## config.mk

```make
export PLATFORM = sky130hd
export DESIGN_NAME = pa_fcnvt_ftoi_ctrl_flat
export DESIGN_NICKNAME = d
export VERILOG_FILES = /design/src/rtl/pa_fcnvt_pkg.sv /design/src/rtl/pa_fcnvt_ftoi_ctrl_if.sv /design/src/rtl/pa_fcnvt_ftoi_rnd.sv /design/src/rtl/pa_fcnvt_ftoi_ctrl.sv /design/src/flat_wrapper.sv
export SDC_FILE = /design/constraint.sdc
export NUM_CORES = 1
export LEC_CHECK = 0
export ABC_AREA = 1
export ABC_CLOCK_PERIOD_IN_PS = 5500
export BUFFER_PORTS_ARGS = -buffer_cell sky130_fd_sc_hd__buf_2
export CAP_MARGIN = 20
export CORE_ASPECT_RATIO = 0.6
export CORE_MARGIN = 8
export CORE_UTILIZATION = 30
export DETAILED_ROUTE_END_ITERATION = 6
export PLACE_DENSITY_LB_ADDON = 0.1
export SLEW_MARGIN = 20
export SYNTH_ARGS = -nofsm -noshare
export SYNTH_HDL_FRONTEND = slang
export SYNTH_HIERARCHICAL = 1
export SYNTH_SLANG_ARGS = --single-unit
```

## constraint.sdc

```tcl
create_clock -name cpuclk -period 5.5 [get_ports cpuclk]
set_input_delay 1.1 -clock cpuclk [delete_from_list [all_inputs] [get_ports cpuclk]]
set_output_delay 1.1 -clock cpuclk [all_outputs]
set_load 0.05 [all_outputs]
```

## src/rtl/pa_fcnvt_pkg.sv

```systemverilog
// Shared encodings and constants for the float-to-integer conversion control path.
// Holds the FSM encoding, rounding-mode codes, saturation constants and the operand classifier.
package pa_fcnvt_pkg;

    typedef enum logic [1:0] {
        ST_IDLE  = 2'd0,
        ST_SHIFT = 2'd1,
        ST_ROUND = 2'd2,
        ST_DONE  = 2'd3
    } state_t;

    typedef enum logic [2:0] {
        CLS_TINY = 3'd0,
        CLS_HALF = 3'd1,
        CLS_NORM = 3'd2,
        CLS_BIG  = 3'd3,
        CLS_INF  = 3'd4,
        CLS_NAN  = 3'd5
    } cls_t;

    localparam logic [2:0]  RM_RNE     = 3'd0;
    localparam logic [2:0]  RM_RTZ     = 3'd1;
    localparam logic [2:0]  RM_RDN     = 3'd2;
    localparam logic [2:0]  RM_RUP     = 3'd3;
    localparam logic [2:0]  RM_RMM     = 3'd4;

    localparam logic [31:0] INT_MAX_S  = 32'h7fff_ffff;
    localparam logic [31:0] INT_MIN_S  = 32'h8000_0000;
    localparam logic [31:0] INT_MAX_U  = 32'hffff_ffff;
    localparam logic [7:0]  BIAS       = 8'd127;
    localparam logic [5:0]  SHCNT_HALF = 6'h3f;

    function automatic cls_t classify(input logic [31:0] src);
        logic [7:0] ex;
        cls_t       c;
        ex = src[30:23];
        if (ex == 8'hff)                c = (src[22:0] != 23'd0) ? CLS_NAN : CLS_INF;
        else if (ex < BIAS - 8'd1)      c = CLS_TINY;
        else if (ex == BIAS - 8'd1)     c = CLS_HALF;
        else if (ex <= BIAS + 8'd31)    c = CLS_NORM;
        else                            c = CLS_BIG;
        return c;
    endfunction

    // Classes whose result does not depend on the shifter output.
    function automatic logic is_special(input cls_t c);
        return (c == CLS_NAN) || (c == CLS_INF) || (c == CLS_BIG) || (c == CLS_TINY);
    endfunction

endpackage

```

## src/rtl/pa_fcnvt_ftoi_ctrl_if.sv

```systemverilog
// Request/response handshake bundle between the FALU issue logic and the ftoi sequencer.
// Master drives the request and accepts the result; slave is the sequencer.
interface pa_fcnvt_ftoi_ctrl_if;
    logic        req_vld;
    logic        req_rdy;
    logic [31:0] req_src;
    logic [2:0]  req_rm;
    logic        req_unsigned;
    logic        resp_vld;
    logic        resp_rdy;
    logic [31:0] resp_data;
    logic        resp_nv;
    logic        resp_nx;

    modport master (
        output req_vld, req_src, req_rm, req_unsigned, resp_rdy,
        input  req_rdy, resp_vld, resp_data, resp_nv, resp_nx
    );

    modport slave (
        input  req_vld, req_src, req_rm, req_unsigned, resp_rdy,
        output req_rdy, resp_vld, resp_data, resp_nv, resp_nx
    );
endinterface

```

## src/rtl/pa_fcnvt_ftoi_rnd.sv

```systemverilog
// Round, saturate and flag generation for single-to-int32 conversion.
// Latency: combinational.
// Backpressure: none, pure function of its inputs.
module pa_fcnvt_ftoi_rnd
    import pa_fcnvt_pkg::*;
(
    input  cls_t        cls,
    input  logic        sign,
    input  logic        mag_nz,
    input  logic [2:0]  rm,
    input  logic        is_unsigned,
    input  logic [31:0] v_in,
    input  logic [24:0] x_in,
    output logic [31:0] res_data,
    output logic        res_nv,
    output logic        res_nx
);

    logic [31:0] v;
    logic        r;
    logic        s;
    logic        inc;
    logic [32:0] m;
    logic        ovf_cls;
    logic        nx_raw;

    always_comb begin
        v = 32'd0;
        r = 1'b0;
        s = mag_nz;
        if (cls != CLS_TINY) begin
            v = v_in;
            r = x_in[24];
            s = |x_in[23:0];
        end

        case (rm)
            RM_RNE:  inc = r & (s | v[0]);
            RM_RDN:  inc = sign & (r | s);
            RM_RUP:  inc = ~sign & (r | s);
            RM_RMM:  inc = r;
            default: inc = 1'b0;
        endcase

        m       = {1'b0, v} + {32'd0, inc};
        ovf_cls = (cls == CLS_INF) || (cls == CLS_BIG);

        res_data = 32'd0;
        res_nv   = 1'b0;
        nx_raw   = 1'b0;
        if (cls == CLS_NAN) begin
            res_data = is_unsigned ? INT_MAX_U : INT_MAX_S;
            res_nv   = 1'b1;
        end else if (is_unsigned) begin
            if (sign) begin
                // Only a value that rounds to zero is representable.
                if (ovf_cls || (m != 33'd0)) res_nv = 1'b1;
                else                         nx_raw = r | s;
            end else if (ovf_cls || m[32]) begin
                res_data = INT_MAX_U;
                res_nv   = 1'b1;
            end else begin
                res_data = m[31:0];
                nx_raw   = r | s;
            end
        end else if (sign) begin
            if (ovf_cls || (m > {1'b0, INT_MIN_S})) begin
                res_data = INT_MIN_S;
                res_nv   = 1'b1;
            end else begin
                res_data = ~m[31:0] + 32'd1;
                nx_raw   = r | s;
            end
        end else if (ovf_cls || (m > {1'b0, INT_MAX_S})) begin
            res_data = INT_MAX_S;
            res_nv   = 1'b1;
        end else begin
            res_data = m[31:0];
            nx_raw   = r | s;
        end
        res_nx = nx_raw & ~res_nv;
    end

endmodule

```

## src/rtl/pa_fcnvt_ftoi_ctrl.sv

```systemverilog
// FCVT.W.S / FCVT.WU.S sequencer: classify, drive external shifter, round and hold result.
// Latency: 3 cycles from accept; 1 cycle for NaN/Inf/big/tiny when FCNVT_FTOI_FAST_SPECIAL_EN is defined.
// Backpressure: one conversion in flight; result held in DONE until resp_rdy, req_rdy only in IDLE.
module pa_fcnvt_ftoi_ctrl
    import pa_fcnvt_pkg::*;
(
    input  logic                       cpuclk,
    input  logic                       cpurst_b,
    input  logic                       ctrl_flush,
    pa_fcnvt_ftoi_ctrl_if.slave        io,
    output logic [5:0]                 fsh_cnt,
    output logic [23:0]                fsh_src,
    input  logic [31:0]                fsh_i_v_nm,
    input  logic [24:0]                fsh_i_x_nm,
    output logic                       busy
);

    state_t      state_q, state_d;
    logic [31:0] op_src_q;
    logic [2:0]  op_rm_q;
    logic        op_uns_q;
    logic [31:0] v_q;
    logic [24:0] x_q;
    logic [31:0] data_q;
    logic        nv_q, nx_q;

    cls_t        cls_q;
    logic [5:0]  e_lo;
    logic        accept;
    logic        fast;
    logic        load_res;

    logic [31:0] rnd_src;
    logic [2:0]  rnd_rm;
    logic        rnd_uns;
    logic [31:0] rnd_data;
    logic        rnd_nv, rnd_nx;

    assign cls_q  = classify(op_src_q);
    // Low 6 bits of (exp - bias); only used for exponents 0..31.
    assign e_lo   = op_src_q[28:23] - BIAS[5:0];
    assign accept = io.req_vld && (state_q == ST_IDLE) && !ctrl_flush;

    always_comb begin
        fsh_cnt = 6'd0;
        if (state_q == ST_SHIFT) begin
            if (cls_q == CLS_HALF)      fsh_cnt = SHCNT_HALF;
            else if (cls_q == CLS_NORM) fsh_cnt = e_lo;
        end
    end

    assign fsh_src = {op_src_q[30:23] != 8'd0, op_src_q[22:0]};

    always_comb begin
`ifdef FCNVT_FTOI_FAST_SPECIAL_EN
        if (state_q == ST_IDLE) begin
            rnd_src = io.req_src;
            rnd_rm  = io.req_rm;
            rnd_uns = io.req_unsigned;
        end else begin
            rnd_src = op_src_q;
            rnd_rm  = op_rm_q;
            rnd_uns = op_uns_q;
        end
        fast = accept && is_special(classify(io.req_src));
`else
        rnd_src = op_src_q;
        rnd_rm  = op_rm_q;
        rnd_uns = op_uns_q;
        fast    = 1'b0;
`endif
    end

    pa_fcnvt_ftoi_rnd u_rnd (
        .cls         (classify(rnd_src)),
        .sign        (rnd_src[31]),
        .mag_nz      (|rnd_src[30:0]),
        .rm          (rnd_rm),
        .is_unsigned (rnd_uns),
        .v_in        (v_q),
        .x_in        (x_q),
        .res_data    (rnd_data),
        .res_nv      (rnd_nv),
        .res_nx      (rnd_nx)
    );

    always_comb begin
        state_d  = state_q;
        load_res = 1'b0;
        case (state_q)
            ST_IDLE: begin
                if (accept) begin
                    state_d  = fast ? ST_DONE : ST_SHIFT;
                    load_res = fast;
                end
            end
            ST_SHIFT: state_d = ST_ROUND;
            ST_ROUND: begin
                state_d  = ST_DONE;
                load_res = 1'b1;
            end
            ST_DONE:  if (io.resp_rdy) state_d = ST_IDLE;
            default:  state_d = ST_IDLE;
        endcase
        if (ctrl_flush) begin
            state_d  = ST_IDLE;
            load_res = 1'b0;
        end
    end

    always_ff @(posedge cpuclk or negedge cpurst_b) begin
        if (!cpurst_b) begin
            state_q  <= ST_IDLE;
            op_src_q <= 32'd0;
            op_rm_q  <= 3'd0;
            op_uns_q <= 1'b0;
            v_q      <= 32'd0;
            x_q      <= 25'd0;
            data_q   <= 32'd0;
            nv_q     <= 1'b0;
            nx_q     <= 1'b0;
        end else begin
            state_q <= state_d;
            if (accept) begin
                op_src_q <= io.req_src;
                op_rm_q  <= io.req_rm;
                op_uns_q <= io.req_unsigned;
            end
            if (state_q == ST_SHIFT) begin
                v_q <= fsh_i_v_nm;
                x_q <= fsh_i_x_nm;
            end
            if (load_res) begin
                data_q <= rnd_data;
                nv_q   <= rnd_nv;
                nx_q   <= rnd_nx;
            end
        end
    end

    assign io.req_rdy   = (state_q == ST_IDLE);
    assign io.resp_vld  = (state_q == ST_DONE);
    assign io.resp_data = data_q;
    assign io.resp_nv   = nv_q;
    assign io.resp_nx   = nx_q;
    assign busy         = (state_q != ST_IDLE);

endmodule

```

## src/flat_wrapper.sv

```systemverilog
// flat-port wrapper written by rule: the top's interface ports become plain ports
module pa_fcnvt_ftoi_ctrl_flat import pa_fcnvt_pkg::*;
  (cpuclk, cpurst_b, ctrl_flush, fsh_cnt, fsh_src, fsh_i_v_nm, fsh_i_x_nm, busy, io_req_vld, io_req_src, io_req_rm, io_req_unsigned, io_resp_rdy, io_req_rdy, io_resp_vld, io_resp_data, io_resp_nv, io_resp_nx);
  pa_fcnvt_ftoi_ctrl_if io_i ();
  input  logic cpuclk;
  input  logic cpurst_b;
  input  logic ctrl_flush;
  output logic [5:0] fsh_cnt;
  output logic [23:0] fsh_src;
  input  logic [31:0] fsh_i_v_nm;
  input  logic [24:0] fsh_i_x_nm;
  output logic busy;
  input wire logic [$bits(io_i.req_vld)-1:0] io_req_vld;
  input wire logic [$bits(io_i.req_src)-1:0] io_req_src;
  input wire logic [$bits(io_i.req_rm)-1:0] io_req_rm;
  input wire logic [$bits(io_i.req_unsigned)-1:0] io_req_unsigned;
  input wire logic [$bits(io_i.resp_rdy)-1:0] io_resp_rdy;
  output wire logic [$bits(io_i.req_rdy)-1:0] io_req_rdy;
  output wire logic [$bits(io_i.resp_vld)-1:0] io_resp_vld;
  output wire logic [$bits(io_i.resp_data)-1:0] io_resp_data;
  output wire logic [$bits(io_i.resp_nv)-1:0] io_resp_nv;
  output wire logic [$bits(io_i.resp_nx)-1:0] io_resp_nx;
  assign io_i.req_vld = io_req_vld;
  assign io_i.req_src = io_req_src;
  assign io_i.req_rm = io_req_rm;
  assign io_i.req_unsigned = io_req_unsigned;
  assign io_i.resp_rdy = io_resp_rdy;
  assign io_req_rdy = io_i.req_rdy;
  assign io_resp_vld = io_i.resp_vld;
  assign io_resp_data = io_i.resp_data;
  assign io_resp_nv = io_i.resp_nv;
  assign io_resp_nx = io_i.resp_nx;
  pa_fcnvt_ftoi_ctrl u_core (.cpuclk(cpuclk), .cpurst_b(cpurst_b), .ctrl_flush(ctrl_flush), .io(io_i), .fsh_cnt(fsh_cnt), .fsh_src(fsh_src), .fsh_i_v_nm(fsh_i_v_nm), .fsh_i_x_nm(fsh_i_x_nm), .busy(busy));
endmodule
```

# Yosys cells after proc, flatten, opt, wreduce, memory -nomap -nowiden
# Index checks and enable logic that the tools add are counted.
# totals
elab_cells,100
register_bits,129
output_inout_bits,67
input_bits,98
# classes
bitwise,9
mux,42
n_addsub,3
n_lt_le_gt_ge,4
n_reduce_logical,18
n_eq_ne,15
# op_table
cell,n
$mux W32,9
$add A32 B1 Y33,1
$gt A33 B31 Y1 const B,1
$gt A33 B32 Y1 const B,1
$reduce_bool A33 Y1,1
$add A32 B1 Y32 const B,1
$not A32 Y32,1
$reduce_or A31 Y1,1
$reduce_or A24 Y1,1
$reduce_bool A23 Y1,1
$mux W1,22
$mux W6,3
$eq A3 B2 Y1 const B,4
$eq A3 B3 Y1 const B,3
$mux W3,3
$eq A8 B7 Y1 const B,1
$eq A8 B8 Y1 const B,1
$le A8 B8 Y1 const B,1
$lt A8 B7 Y1 const B,1
$pmux W2 S4,1
$reduce_bool A8 Y1,1
$mux W2,3
$sub A6 B6 Y6 const B,1
$logic_or A1 B1 Y1,5
other kinds (16),23

# Longest topological paths before layout
# depth
ltp_word,19
depth_mapped,40
ltp_nobuf,36

# Modules after synthesis
# Netlist, hierarchy kept.
# modules_own_cells
module,cells_each,seq_area_each_um2,n_inst,area_each_um2
pa_fcnvt_ftoi_ctrl,524,3228.1,1,5457.7
pa_fcnvt_ftoi_rnd,832,0.0,1,4212.8

# Least setup slack after synthesis
# Ideal clock, no wire load.
# synth_path
kind,reg-to-reg
startpoint,register u_core.op_src_q[23]
endpoint,"register u_core.data_q[31], in the netlist u_core/io.resp_data[31]"
stages_incl_launch_ff,35
period_less_slack_ps,4890
setup_slack_ps,610
n_path_buf,4
setup_ps,125
t_arrival_ps,4765
t_required_ps,5375
cell_sequence,dfrtp_1 -> inv_1 -> ha_1 -> nand3_2 -> inv_1 -> a21oi_1 -> o22ai_1 -> nor2_4 -> nand2_8 -> buf_12 -> buf_12 -> buf_4 -> nand3_1 -> o22ai_1 -> and3_1 -> o41ai_1 -> ha_1 -> ha_1 -> nand3_1 -> nor2_4 -> nand3_1 -> nand2_1 -> nand2_1 -> nor2_2 -> inv_2 -> nor2_4 -> nand2_4 -> nor2_4 -> nand3_4 -> nand2_4 -> buf_8 -> nand2_1 -> nand2_1 -> nand2_1 -> mux2_2
# synth_between
elab_chain_len,17
elab_cells_between_ends,38
classes_between,add/sub (2); order compare (4); eq/ne (5); mux (15); bitwise (6); reduce/logical (6)
# synth_rtl
item,line_no,rtl
from (decl),pa_fcnvt_ftoi_ctrl.sv:19,logic [31:0] op_src_q;
from (signal assigned),pa_fcnvt_ftoi_ctrl.sv:125,op_src_q <= io.req_src;
$le A8 B8 Y1,-,
$mux W1,-,
$mux W3 (2 in series),-,
$mux W3 (*),-,
named net u_core.cls_q[0],pa_fcnvt_ftoi_ctrl.sv:27,cls_t cls_q;
$reduce_bool A3 Y1,pa_fcnvt_ftoi_rnd.sv:31,if (cls != CLS_TINY) begin
$mux W1 or $mux W32 (tied branches),pa_fcnvt_ftoi_rnd.sv:31,
"$or A1 B1 Y1, on equally long branches","pa_fcnvt_ftoi_rnd.sv:39, pa_fcnvt_ftoi_rnd.sv:40, pa_fcnvt_ftoi_rnd.sv:38",
(+2 left out),-,
$add A32 B1 Y33,pa_fcnvt_ftoi_rnd.sv:45,"m = {1'b0, v} + {32'd0, inc};"
$not A32 Y32 (tied with other cells),pa_fcnvt_ftoi_rnd.sv:71,res_data = ~m[31:0] + 32'd1;
$add A32 B1 Y32 (tied with other cells),pa_fcnvt_ftoi_rnd.sv:71,
"$mux W32, on equally long branches","pa_fcnvt_ftoi_rnd.sv:67, pa_fcnvt_ftoi_rnd.sv:74",
$mux W32,pa_fcnvt_ftoi_rnd.sv:66,end else if (sign) begin
$mux W32,pa_fcnvt_ftoi_rnd.sv:54,end else if (is_unsigned) begin
$mux W32 (*),pa_fcnvt_ftoi_rnd.sv:51,if (cls == CLS_NAN) begin
named net u_core.rnd_data[31],pa_fcnvt_ftoi_ctrl.sv:36,logic [31:0] rnd_data;
to (signal assigned),pa_fcnvt_ftoi_ctrl.sv:134,data_q <= rnd_data;
to (decl),pa_fcnvt_ftoi_ctrl.sv:24,logic [31:0] data_q;
# The timed path passes the listed nets; every way through them passes the cells marked *.
# A chain may end at the register's enable or synchronous reset.

# Final worst setup path
# layout_path
startpoint,register u_core.op_src_q[7]
endpoint,"register u_core.data_q[29], in the netlist u_core/io.resp_data[29]"
# layout_between
elab_chain_len,15
elab_cells_between_ends,33
classes_between,add/sub (2); order compare (2); eq/ne (3); mux (13); bitwise (6); reduce/logical (7)
# layout_rtl
item,line_no,rtl
$reduce_bool A23 Y1 (*),-,
$mux W1 (*),-,
$mux W3 (*),-,
named net u_core.cls_q[0],pa_fcnvt_ftoi_ctrl.sv:27,
$reduce_bool A3 Y1,pa_fcnvt_ftoi_rnd.sv:31,
$mux W1 or $mux W32 (tied branches),pa_fcnvt_ftoi_rnd.sv:31,
"$or A1 B1 Y1, on equally long branches","pa_fcnvt_ftoi_rnd.sv:39, pa_fcnvt_ftoi_rnd.sv:40, pa_fcnvt_ftoi_rnd.sv:38",
"$and A1 B1 Y1, on equally long branches","pa_fcnvt_ftoi_rnd.sv:40, pa_fcnvt_ftoi_rnd.sv:38, pa_fcnvt_ftoi_rnd.sv:39",
$pmux W1 S4,pa_fcnvt_ftoi_rnd.sv:37,case (rm)
$add A32 B1 Y33,pa_fcnvt_ftoi_rnd.sv:45,
$not A32 Y32 (tied with other cells),pa_fcnvt_ftoi_rnd.sv:71,
$add A32 B1 Y32 (tied with other cells),pa_fcnvt_ftoi_rnd.sv:71,
"$mux W32, on equally long branches","pa_fcnvt_ftoi_rnd.sv:67, pa_fcnvt_ftoi_rnd.sv:74",
$mux W32,pa_fcnvt_ftoi_rnd.sv:66,
$mux W32,pa_fcnvt_ftoi_rnd.sv:54,
$mux W32 (*),pa_fcnvt_ftoi_rnd.sv:51,
named net u_core.rnd_data[29],pa_fcnvt_ftoi_ctrl.sv:36,
# Marked as above.

==> run_results.csv <==
group,metric,value,unit
routing,drtAntennaViolNets,0,
grt,grt_util_met1,0.254,
placed_design,place_ws,0.299,ns
timing,setup-tns-final,0,ns
worst_setup_path,crit_path_end,"u_core/io.resp_data[29]",
yosys,synthCells,1356,
timing,period_needed,5.01,ns
finish,layout.nets,1598,
yosys,yosysUniqueCellTypes,44,
yosys,synth-async-reset-ratio,1.00,
finish,layout-drive-gt1-share,0.251,
grt,grt-ovfl-total,0,
timing,setup_ws,0.488,ns
yosys,ys_seq_area_frac,0.334,
yosys,ys_warn_count,6,
routing,drtIter0Drc,767,
yosys,synth_edf_count,0,
grt,grt.met2_usage,0.246,
yosys,synth_top_cells_by_count,"nand2_1, dfrtp_1, nor2_1",
floorplanning,die_y,155,um
outcome,status,"complete, no violations",
timing,rsz0062_at_grt,"no",
routing,drt_wl_total,31.7,mm
clocking,clk_pin_slew,0.06,ns
yosys,yosys_most_used_dff,"dfrtp_1",
grt,grtUsageTotal,0.170,
timing,finClkSkew,0.00773,ns
worst_setup_path,crit_path_end_kind,"flip-flop",
grt,use_met3,0.0361,
routing,vias_per_cell,4.73,
yosys,synth_area_leaders,"dfrtp_1, nand2_1, nand3_1, nor2_1, inv_1",
yosys,synth_fp_nets,1465,
worst_setup_path,cp_max_fo,15,
worst_setup_path,crit_top_cell,"nand2_1",
yosys,syn-mean-instance-area,7.13,um^2
yosys,synth-seq-cells,129,
clocking,clock_latency,0.44,ns
finish,n_antenna_cell,0,
floorplanning,start_util,0.301,
power,powerDensity,741,mW/mm^2
worst_setup_path,r2r-end,"u_core/io.resp_data[29]",
power,report.power.total,8.44,mW
timing,setup_violations,0,
grt,grt_pass1_wl,51.5,mm
floorplanning,rows,51,
placed_design,dp_hpwl,24.4,mm
finish,areaGrowthSynthToFinish,17.8,%
clocking,ctsLongestPathBuffers,2,
timing,post-route-period-util,0.911,
timing,max_clock_freq,0.200,GHz
clocking,clkSinkCount,129,
clocking,cts_buffers,17,
worst_hold_path,hold_path_class,"flip-flop to flip-flop",
timing,tightest_slew,0.678,ns
yosys,yosysTopAreaCellShare,0.334,
yosys,synthesis.area,0.00967,mm^2
yosys,synth.largest_area_cell,"dfrtp_1",
timing,maxSlewViolCount,0,
floorplanning,ioPinCount,165,
grt,grt_busiest_layer,"met1",
clocking,postCtsHoldBufs,0,
worst_setup_path,startpoint_type,"flip-flop",
power,peakVddDrop,418,uV
placed_design,globalplace.congestion,0.866,
floorplanning,core,0.0321,mm^2
worst_setup_path,startpoint,"u_core/op_src_q[7]",
floorplanning,die-area,0.0384,mm^2
yosys,yosysMostFrequentCell,"nand2_1",
worst_setup_path,r2r_cells,31,
floorplanning,die_x,248,um
grt,grt_pass1_vias,9059,
worst_setup_path,reg2reg_slack,0.49,ns
routing,wl_per_cell,16.5,um
run,drv_cap,0,
power,power.leakage,5.89,nW
placed_design,io_buffers,164,
worst_setup_path,r2r-start,"u_core/op_src_q[7]",
worst_setup_path,cp.required,5.82,ns
worst_setup_path,critPathKind,"flip-flop to flip-flop",
worst_setup_path,worst_path_max_delay_cell,"dfrtp_1",
worst_setup_path,crit_arrival,5.33,ns
grt,grt_max_degree,64,
clocking,htreeDepth,4,
timing,maxSlewHeadroom,0.548,
worst_setup_path,slowest_delay,0.39,ns
routing,drc,0,
clocking,tritoncts,"done",
timing,hold_viol_final,0,
clocking,cts_root_buffer,"clkbuf_16",
routing,firstDrtPassIters,5,
grt,antenna_found_initial,1,
routing,route.vias.total,9103,
[cell families after synthesis]
family | after synthesis | share of synthesized area
AND/OR/NAND/NOR | 879 | 0.429
multiplexers | 64 | 0.0745
XOR/XNOR | 24 | 0.0237
AO/OA/AOI/OAI | 60 | 0.0326
flip-flops | 129 | 0.334
buffers and inverters | 189 | 0.0920
adder cells (fa/ha/maj) | 11 | 0.0142
[sequential cells by signal (all words and copies together), names as in the netlist]
register,count
u_core/io.resp_data,32
u_core/op_src_q,32
u_core/v_q,32
u_core/x_q,25
u_core/op_rm_q,3
u_core/state_q,2
u_core/io.resp_nv,1
u_core/io.resp_nx,1
u_core/op_uns_q,1
[where the power goes]
part | switching [mW] | internal [mW] | leakage, nW
Combinational | 3.82 | 1.63 | 4.04
Sequential | 0.415 | 1.42 | 1.57
Clock | 0.472 | 0.692 | 0.279
Total | 4.71 | 3.74 | 5.89
[worst min-delay path by stage]
stage	from	depth (start not counted)	slack [ns]	end
floorplan	u_core/v_q[0]	2	0.44	u_core/v_q[0]
global placement	u_core/x_q[3]	2	0.46	u_core/x_q[3]
detailed placement	u_core/v_q[0]	2	0.46	u_core/v_q[0]
CTS	u_core/v_q[0]	2	0.48	u_core/v_q[0]
global route	u_core/x_q[1]	2	0.49	u_core/x_q[1]
finish	u_core/v_q[0]	2	0.47	u_core/v_q[0]
[layout make-up]
type	instances	area, um^2
Tap cell	424	531
Sequential cell	129	3230
Timing Repair Buffer	184	1000
Fill cell	3518	20700
Inverter	119	447
Clock buffer	20	457
Multi-Input combinational cell	1038	5590
Clock inverter	11	131
[what timing repair did]
item | 4_1_cts | 5_1_grt
buffers inserted | 0 | 2
resized for setup | 0 | 8
setup endpoints to repair | 0 | 34
[cells in the final DEF (no fill, tap or decap), types with 4 or more instances in the layout]
| cell | synthesis | final |
|---|---|---|
| inv_1 | 99 | 99 |
| xor2_1 | 19 | 19 |
| nand2_2 | 25 | 25 |
| nand3_1 | 103 | 102 |
| nor4_1 | 7 | 7 |
| buf_4 | 26 | 18 |
| nand3_2 | 24 | 25 |
| nand2_1 | 502 | 502 |
| xnor2_1 | 4 | 4 |
| nand3_4 | 6 | 6 |
| buf_2 | 19 | 163 |
| nor2_1 | 125 | 119 |
| nand2_4 | 5 | 4 |
| mux2_1 | 31 | 31 |
| nor2_4 | 19 | 19 |
| nand3b_1 | 11 | 11 |
| ha_1 | 11 | 10 |
| clkbuf_16 | 0 | 17 |
| o21ai_0 | 9 | 8 |
| nor2_2 | 19 | 25 |
| dfrtp_1 | 129 | 129 |
| inv_2 | 17 | 17 |
| nand4_1 | 21 | 21 |
| mux2_2 | 33 | 33 |
| a21oi_1 | 41 | 41 |
[worst max-delay path: cells and delay by family, from the launching register on]
kind / cells / cell delay (ns)
buffers and inverters: 4 / 0.65
muxes: 1 / 0.27
DFF: 1 / 0.39
adders and majority gates: 1 / 0.27
AOI/OAI and AO/OA: 3 / 0.49
xor gates and xnor gates: 1 / 0.30
and+or+nand+nor: 21 / 2.50
[per-layer routing]
layer | up-vias | part of all wire
met1 | 4300 | 0.52
met2 | 222 | 0.41
met4 | 2 | 0.012
met3 | 23 | 0.057
met5 | - | 0.00025
li1 | 4556 | -
[stage by stage]
| step | utilization | hold WS (ns) | cell area (um^2) | cells |
|---|---|---|---|---|
| global placement | 0.335 | 0.459 | 10800 | 1892 |
| finish | 0.355 | 0.472 | 11400 | 1925 |
| CTS | 0.354 | 0.476 | 11300 | 1923 |
| detailed placement | 0.335 | 0.461 | 10800 | 1892 |
| global route | 0.355 | 0.494 | 11400 | 1925 |
| floorplan | - | 0.442 | 9670 | 1356 |
Note: power is estimated with default switching activity, not from simulation.
